==> src/rtl/regfile_wb_arbiter.sv <==
// regfile_wb_arbiter
//
// Shares the register file's single write port between the ALU and the
// load/store writeback source. Ties go round-robin, and the granted request
// is registered into the write stage. A busy bit per register tracks issued
// but not yet written destinations, so decode can stall on RAW/WAW hazards.
//
// Ports:
//   clk, rst                       clock; asynchronous active-low reset
//   alu_valid/ready/addr/data      ALU writeback request (valid/ready handshake)
//   mem_valid/ready/addr/data      load writeback request (valid/ready handshake)
//   issue_valid, issue_addr        decode issues an instruction writing issue_addr
//   chk_addr_a/b/c                 source registers of the instruction in decode
//   hazard                         a checked source or the issued dest is busy
//   we, waddr, wdata               register file write port (registered)

module regfile_wb_arbiter #(
    parameter int unsigned RADDRWIDTH = 3,
    parameter int unsigned REGWIDTH   = 16
) (
    input  logic                  clk,
    input  logic                  rst,
    input  logic                  alu_valid,
    output logic                  alu_ready,
    input  logic [RADDRWIDTH-1:0] alu_addr,
    input  logic [REGWIDTH-1:0]   alu_data,
    input  logic                  mem_valid,
    output logic                  mem_ready,
    input  logic [RADDRWIDTH-1:0] mem_addr,
    input  logic [REGWIDTH-1:0]   mem_data,
    input  logic                  issue_valid,
    input  logic [RADDRWIDTH-1:0] issue_addr,
    input  logic [RADDRWIDTH-1:0] chk_addr_a,
    input  logic [RADDRWIDTH-1:0] chk_addr_b,
    input  logic [RADDRWIDTH-1:0] chk_addr_c,
    output logic                  hazard,
    output logic                  we,
    output logic [RADDRWIDTH-1:0] waddr,
    output logic [REGWIDTH-1:0]   wdata
);

    localparam int unsigned NumRegs = 2 ** RADDRWIDTH;

    typedef enum logic {SrcAlu, SrcMem} src_e;

    src_e                  last_q, last_d;
    logic                  alu_grant, mem_grant;
    logic                  we_d;
    logic [RADDRWIDTH-1:0] waddr_d;
    logic [REGWIDTH-1:0]   wdata_d;
    logic [NumRegs-1:0]    busy_q, busy_d;

    // Round-robin: a lone requester always wins; on a tie the source that was
    // not granted most recently wins.
    always_comb begin
        alu_grant = alu_valid && (!mem_valid || (last_q == SrcMem));
        mem_grant = mem_valid && (!alu_valid || (last_q == SrcAlu));
    end

    assign alu_ready = alu_grant;
    assign mem_ready = mem_grant;

    always_comb begin
        last_d  = last_q;
        we_d    = 1'b0;
        waddr_d = waddr;
        wdata_d = wdata;
        if (alu_grant) begin
            last_d  = SrcAlu;
            we_d    = (alu_addr != '0);  // r0 is accepted but never written
            waddr_d = alu_addr;
            wdata_d = alu_data;
        end else if (mem_grant) begin
            last_d  = SrcMem;
            we_d    = (mem_addr != '0);
            waddr_d = mem_addr;
            wdata_d = mem_data;
        end
    end

    // Clear on commit first, then set, so a newer producer issued on the same
    // edge keeps the register busy.
    always_comb begin
        busy_d = busy_q;
        if (we) begin
            busy_d[waddr] = 1'b0;
        end
        if (issue_valid && (issue_addr != '0)) begin
            busy_d[issue_addr] = 1'b1;
        end
        busy_d[0] = 1'b0;
    end

    always_comb begin
        hazard = busy_q[chk_addr_a] | busy_q[chk_addr_b] | busy_q[chk_addr_c] |
                 (issue_valid & busy_q[issue_addr]);
    end

    always_ff @(posedge clk or negedge rst) begin
        if (!rst) begin
            last_q <= SrcMem;
            we     <= 1'b0;
            waddr  <= '0;
            wdata  <= '0;
            busy_q <= '0;
        end else begin
            last_q <= last_d;
            we     <= we_d;
            waddr  <= waddr_d;
            wdata  <= wdata_d;
            busy_q <= busy_d;
        end
    end

endmodule

==> config.mk <==
export PLATFORM = sky130hd
export DESIGN_NAME = regfile_wb_arbiter
export DESIGN_NICKNAME = d
export VERILOG_FILES = /design/src/rtl/regfile_wb_arbiter.sv
export SDC_FILE = /design/constraint.sdc
export NUM_CORES = 1
export LEC_CHECK = 0
export BUFFER_PORTS_ARGS = -buffer_cell sky130_fd_sc_hd__buf_2
export CAP_MARGIN = 20
export CORE_MARGIN = 2
export CORE_UTILIZATION = 30
export CTS_CLUSTER_SIZE = 28
export DETAILED_ROUTE_END_ITERATION = 6
export HOLD_SLACK_MARGIN = 0.12
export PLACE_DENSITY_LB_ADDON = 0.2
export SKIP_LAST_GASP = 1
export SYNTH_ARGS = -nofsm -noshare
export SYNTH_HDL_FRONTEND = slang
export SYNTH_SLANG_ARGS = --single-unit
export TNS_END_PERCENT = 30
==> constraint.sdc <==
create_clock -name clk -period 1.68 [get_ports clk]
set_input_delay 0.084 -clock clk [delete_from_list [all_inputs] [get_ports clk]]
set_output_delay 0.084 -clock clk [all_outputs]
set_load 0.02 [all_outputs]
# Word-level counts from Yosys, hierarchy flattened
# Cells that the tools add are included.
# word_totals
out_inout_bits,23
elab_cells,55
register_bits,28
in_bits,55
# op_classes
bitwise_logic,8
n_reduce_logical,13
mux,22
order_cmp,7
# ops
cell,n
16-bit 2-to-1 mux,2
"3-bit by 4-bit less-than comparator with 1-bit output, second input constant",5
8-bit 2-to-1 mux,2
1-bit binary-select mux with 3-bit select,4
1-bit 2-to-1 mux,10
3-bit nonzero test,3
8-bit bitwise AND,1
8-bit NOT,1
8-bit OR,1
1-bit demux with 3-bit select,2
"3-bit by 1-bit >= comparator with 1-bit output, second input constant",2
3-bit 2-to-1 mux,2
1-bit logical AND,5
1-bit OR,3
1-bit zero test,2
1-bit logical OR,2
2-bit nonzero test,1
1-bit bitwise AND,1
1-bit NOT,1

# Logic depth before layout (Yosys ltp)
# depth
ltp_word,9
ltp_mapped,6
depth_no_buf,4

# Worst setup path before layout
# OpenSTA, ideal clock, no wires.
# synth_path
kind,flip-flop to flip-flop
startpoint,register last_q
endpoint,register we
synth_period_minus_slack_ns,1.384
path_buffers,2
stages_incl_launch_ff,6
t_arrival_ns,1.249
path_slack_ns,0.296
setup_time_ns,0.135
required_time_ns,1.545
path_cell_list,dfstp_2 buf_2 nand2_1 nand2_1 clkbuf_1 o22ai_1
# synth_between
elab_chain_len,5
elab_cells_between_ends,7
cone_classes,mux (2); bitwise (1); reduce/logical (4)
# synth_lines
item,line_no,rtl
from (decl),46,"src_e last_q, last_d;"
from (signal assigned),101,last_q <= SrcMem;
from (signal assigned),107,last_q <= last_d;
1-bit NOT,57,mem_grant = mem_valid && (!alu_valid || (last_q == SrcAlu));
1-bit logical OR,57,
1-bit logical AND,57,
1-bit 2-to-1 mux,73,end else if (mem_grant) begin
1-bit 2-to-1 mux (*),68,if (alu_grant) begin
named net we_d,48,logic we_d;
to (signal assigned),108,we <= we_d;
to (decl),37,"output logic we,"
# The timed path passes the listed nets; every way through them passes the cells marked *.
# A chain may end at the register's enable or synchronous reset.

# Worst setup path in the final report
# layout_path
startpoint,register busy_q[2]
endpoint,output hazard
# layout_between
elab_chain_len,5
elab_cells_between_ends,12
cone_classes,mux (8); bitwise (4)
# layout_lines
item,line_no,rtl
from (decl),51,"logic [NumRegs-1:0] busy_q, busy_d;"
from (signal assigned),111,busy_q <= busy_d;
1-bit binary-select mux with 3-bit select,95,hazard = busy_q[chk_addr_a] | busy_q[chk_addr_b] | busy_q[chk_addr_c] |
1-bit 2-to-1 mux (not written as such),95,
1-bit OR (2 in series),95,
1-bit OR (*),95,
to (decl),36,"output logic hazard,"
# Every way passes the cells marked *; elsewhere a longest branch is shown, timed or not. The select of a mux whose other input is x is not followed.

==> run metrics <==
Inst Count DP 310; FMAX 576.8 MHz; worst min-delay path startpoint issue_addr[0]; Clock Path Buffers 2; 1st-iter DRT viols 94; final std cells w/o fill between 300 and 400; hpwl dp 3155 um; CP Max Fanout 5; count leader, synth dfrtp_1; initial antenna violation count 0; worst path bufs/invs 1; number of global-route vias before repair 1795; Final period util 1.032; Final setup viols 2; io pins between 70 and 80; port bufs 77; largest net degree at the start of global routing 29; worst slack at placement about 0.22 ns; CP Launch Type flop; Syn-to-layout area delta 60.53%; Die W 76.18 um; hold path cells 3; Die ar. 0.005803 sq mm; post-synthesis instance total approximately 170; critical path data required time between 1.5 and 2 ns; CTS tree yes; worst hold-check path type input pin to flop; Clock Latency Late Sink between 0.2 and 0.3 ns; clk slew on worst S/H paths roughly 0.10 ns; Avg Inst Size Synth 9.247 sq um; Setup Crit Path Kind flop to primary output; Die H 76.18 um; Antenna Cells 0; number of flops mapped to enable cells by yosys 0; first-pass iteration count of the detailed router 4; cts bufs inserted 3; R2R Setup Slk about 0.12 ns; global-route wire length before repair between 8000 and 9000 um; GRT Residual Overflow 0; DRC Markers 0; Setup Skew 0.004447 ns; leakage 1.203 nW; antenna viol nets, final 0; Fin Hold WS 0.1331 ns; sequential fraction of the synthesis area 0.4492; WL/cell 13.26 um; Final min period 1.734 ns; Post-synth top cells dfrtp_1 (27), nor2_1 (26), o22ai_1 (17); share of cells above drive strength 1 0.3737; # rows 26; crit-path cells mux4_2 > nand2b_4 > o211ai_2 > nand4_1 > buf_4; Via Count approximately 1700; top post-synthesis cells by area dfrtp_1 (43%), mux2i_1 (7.7%), o22ai_1 (6.8%), nor2_1 (6.2%), o21ai_0 (3.8%); initial core utilization 0.3079; routability cong. 0.7500; Max-cap violations 0; top cell type by total area after synthesis dfrtp_1; Netlist Area Pre-Place 0.001563 sq mm; failing checks setup timing; CP top delay family multiplexers; Clock H-tree levels 1; CTS Sinks 28; final instance area 0.002509 sq mm; final setup margin -0.05369 ns; CP Data Arrival Time 1.65 ns; clk root buf clkbuf_8; worst reg2reg startpoint waddr[0]$_DFFE_PN0P_; Yosys cell types 31; hold endpoint busy_q[3]$_DFF_PN0_; slowest CP cell mux4_2; Core Area 0.005075 sq mm; P per Cell Area 890.7 mW/mm^2; Total GRT Usage 0.1695; DP Area 0.002011 sq mm; Post-Syn Nets 224; Tot Pwr 2.235 mW; Post-Route Setup TNS -0.07618 ns; worst r2r path cells 4; final hold violation count 0; Final Max Slew Viols 0; #FFs+latches synth 28; Critical Path Source busy_q[2]$_DFF_PN0_; post-synth top area share 0.4323; Ys Warns 0; final core utilization 0.4943; status finished with violations; Worst Setup End Kind primary output; worst-margin pin slew 0.6343 ns; Post-synth top flop dfrtp_1; Via density ~4.8; RSZ-0062 raised after global routing yes; Total Nets Final 345; WL final 4762 um; R2R Path End busy_q[4]$_DFF_PN0_; crit-path max cell delay 0.46 ns; Slew HR 0.5771; share of async-settable or async-resettable flops after synthesis 1.000; Peak VDD IR 0.5496 mV
cells by family (layout without fill, tap and decap cells):
family                 Yosys count  count (layout)  share of synthesized area
and+or+nand+nor                 56              56                     0.1681
AOI/OAI and AO/OA               51              51                     0.2106
DFF                             28              28                     0.4492
buffers and inverters           18             138                    0.05204
muxes                           16              16                     0.1201
layout by cell type (no fill, tap or decap), types with 2 or more instances in the layout:
cell and count:
mux2i_1 12, a21oi_1 6, buf_2 76, buf_4 13, o31ai_1 2, nor3_1 2
o22ai_1 17, nand2b_1 5, nand2_1 11, inv_1 9, clkbuf_8 4, a31oi_1 6
nand3_1 3, o221a_2 3, o21ai_0 12, nand3b_1 2, mux4_2 2, nor2b_1 2
nor2_1 26, dlygate4sd3_1 36, dfrtp_1 27
registers in the layout, summed over array words and instances (netlist names):
signal and cells:
waddr 3, wdata 16, last_q 1, we 1
busy_q 7
worst register-to-register path, delay by kind of cell (launching register included):
kind,cells,cell delay [ns]
buffers and inverters,1,0.56
DFF,1,0.43
AOI/OAI and AO/OA,2,0.27
and+or+nand+nor,1,0.18
worst max-delay path by stage:
| stage | to | slack (ns) | cells past startpoint |
|---|---|---|---|
| 3_3_place_gp | alu_ready | 0.20 | 3 |
| 3_5_place_dp | hazard | 0.22 | 5 |
| 4_1_cts | hazard | -0.07 | 5 |
| 2_1_floorplan | we$_DFF_PN0_ | 0.30 | 5 |
| 5_1_grt | hazard | -0.17 | 5 |
| 6_report | hazard | -0.05 | 5 |
power by group:
part | total, mW | leakage (nW) | internal, mW | switching (mW)
clock | 0.421 | 0.0288 | 0.210 | 0.211
combinational | 0.887 | 0.858 | 0.477 | 0.410
sequential | 0.927 | 0.316 | 0.804 | 0.123
total | 2.23 | 1.20 | 1.49 | 0.744
metal layers:
layer / part of all wire / track usage / routed length, um
met1: 0.44 / 0.2127 / 2072
met2: 0.51 / 0.3054 / 2426
met3: 0.051 / 0.03555 / 245
met4: 0.0038 / 0.02727 / 18
met5: 0 / 0 / 0
repair_timing:
action	in CTS	in global routing
resized for setup	1	3
buffers inserted	9	0
hold buffers	35	1
endpoints found under the hold margin	48	1
endpoints found under the setup margin	3	3
pin swaps	0	2
layout make-up:
cell class                 count  area, sq um
fill                         494         2566
timing repair buffer         125        838.3
multi-input combinational    123        792.0
sequential                    28        701.9
tap                           70        87.58
clock buffer                   4        55.05
inverter                       9        33.78
Note: power is estimated with default switching activity, not from simulation.
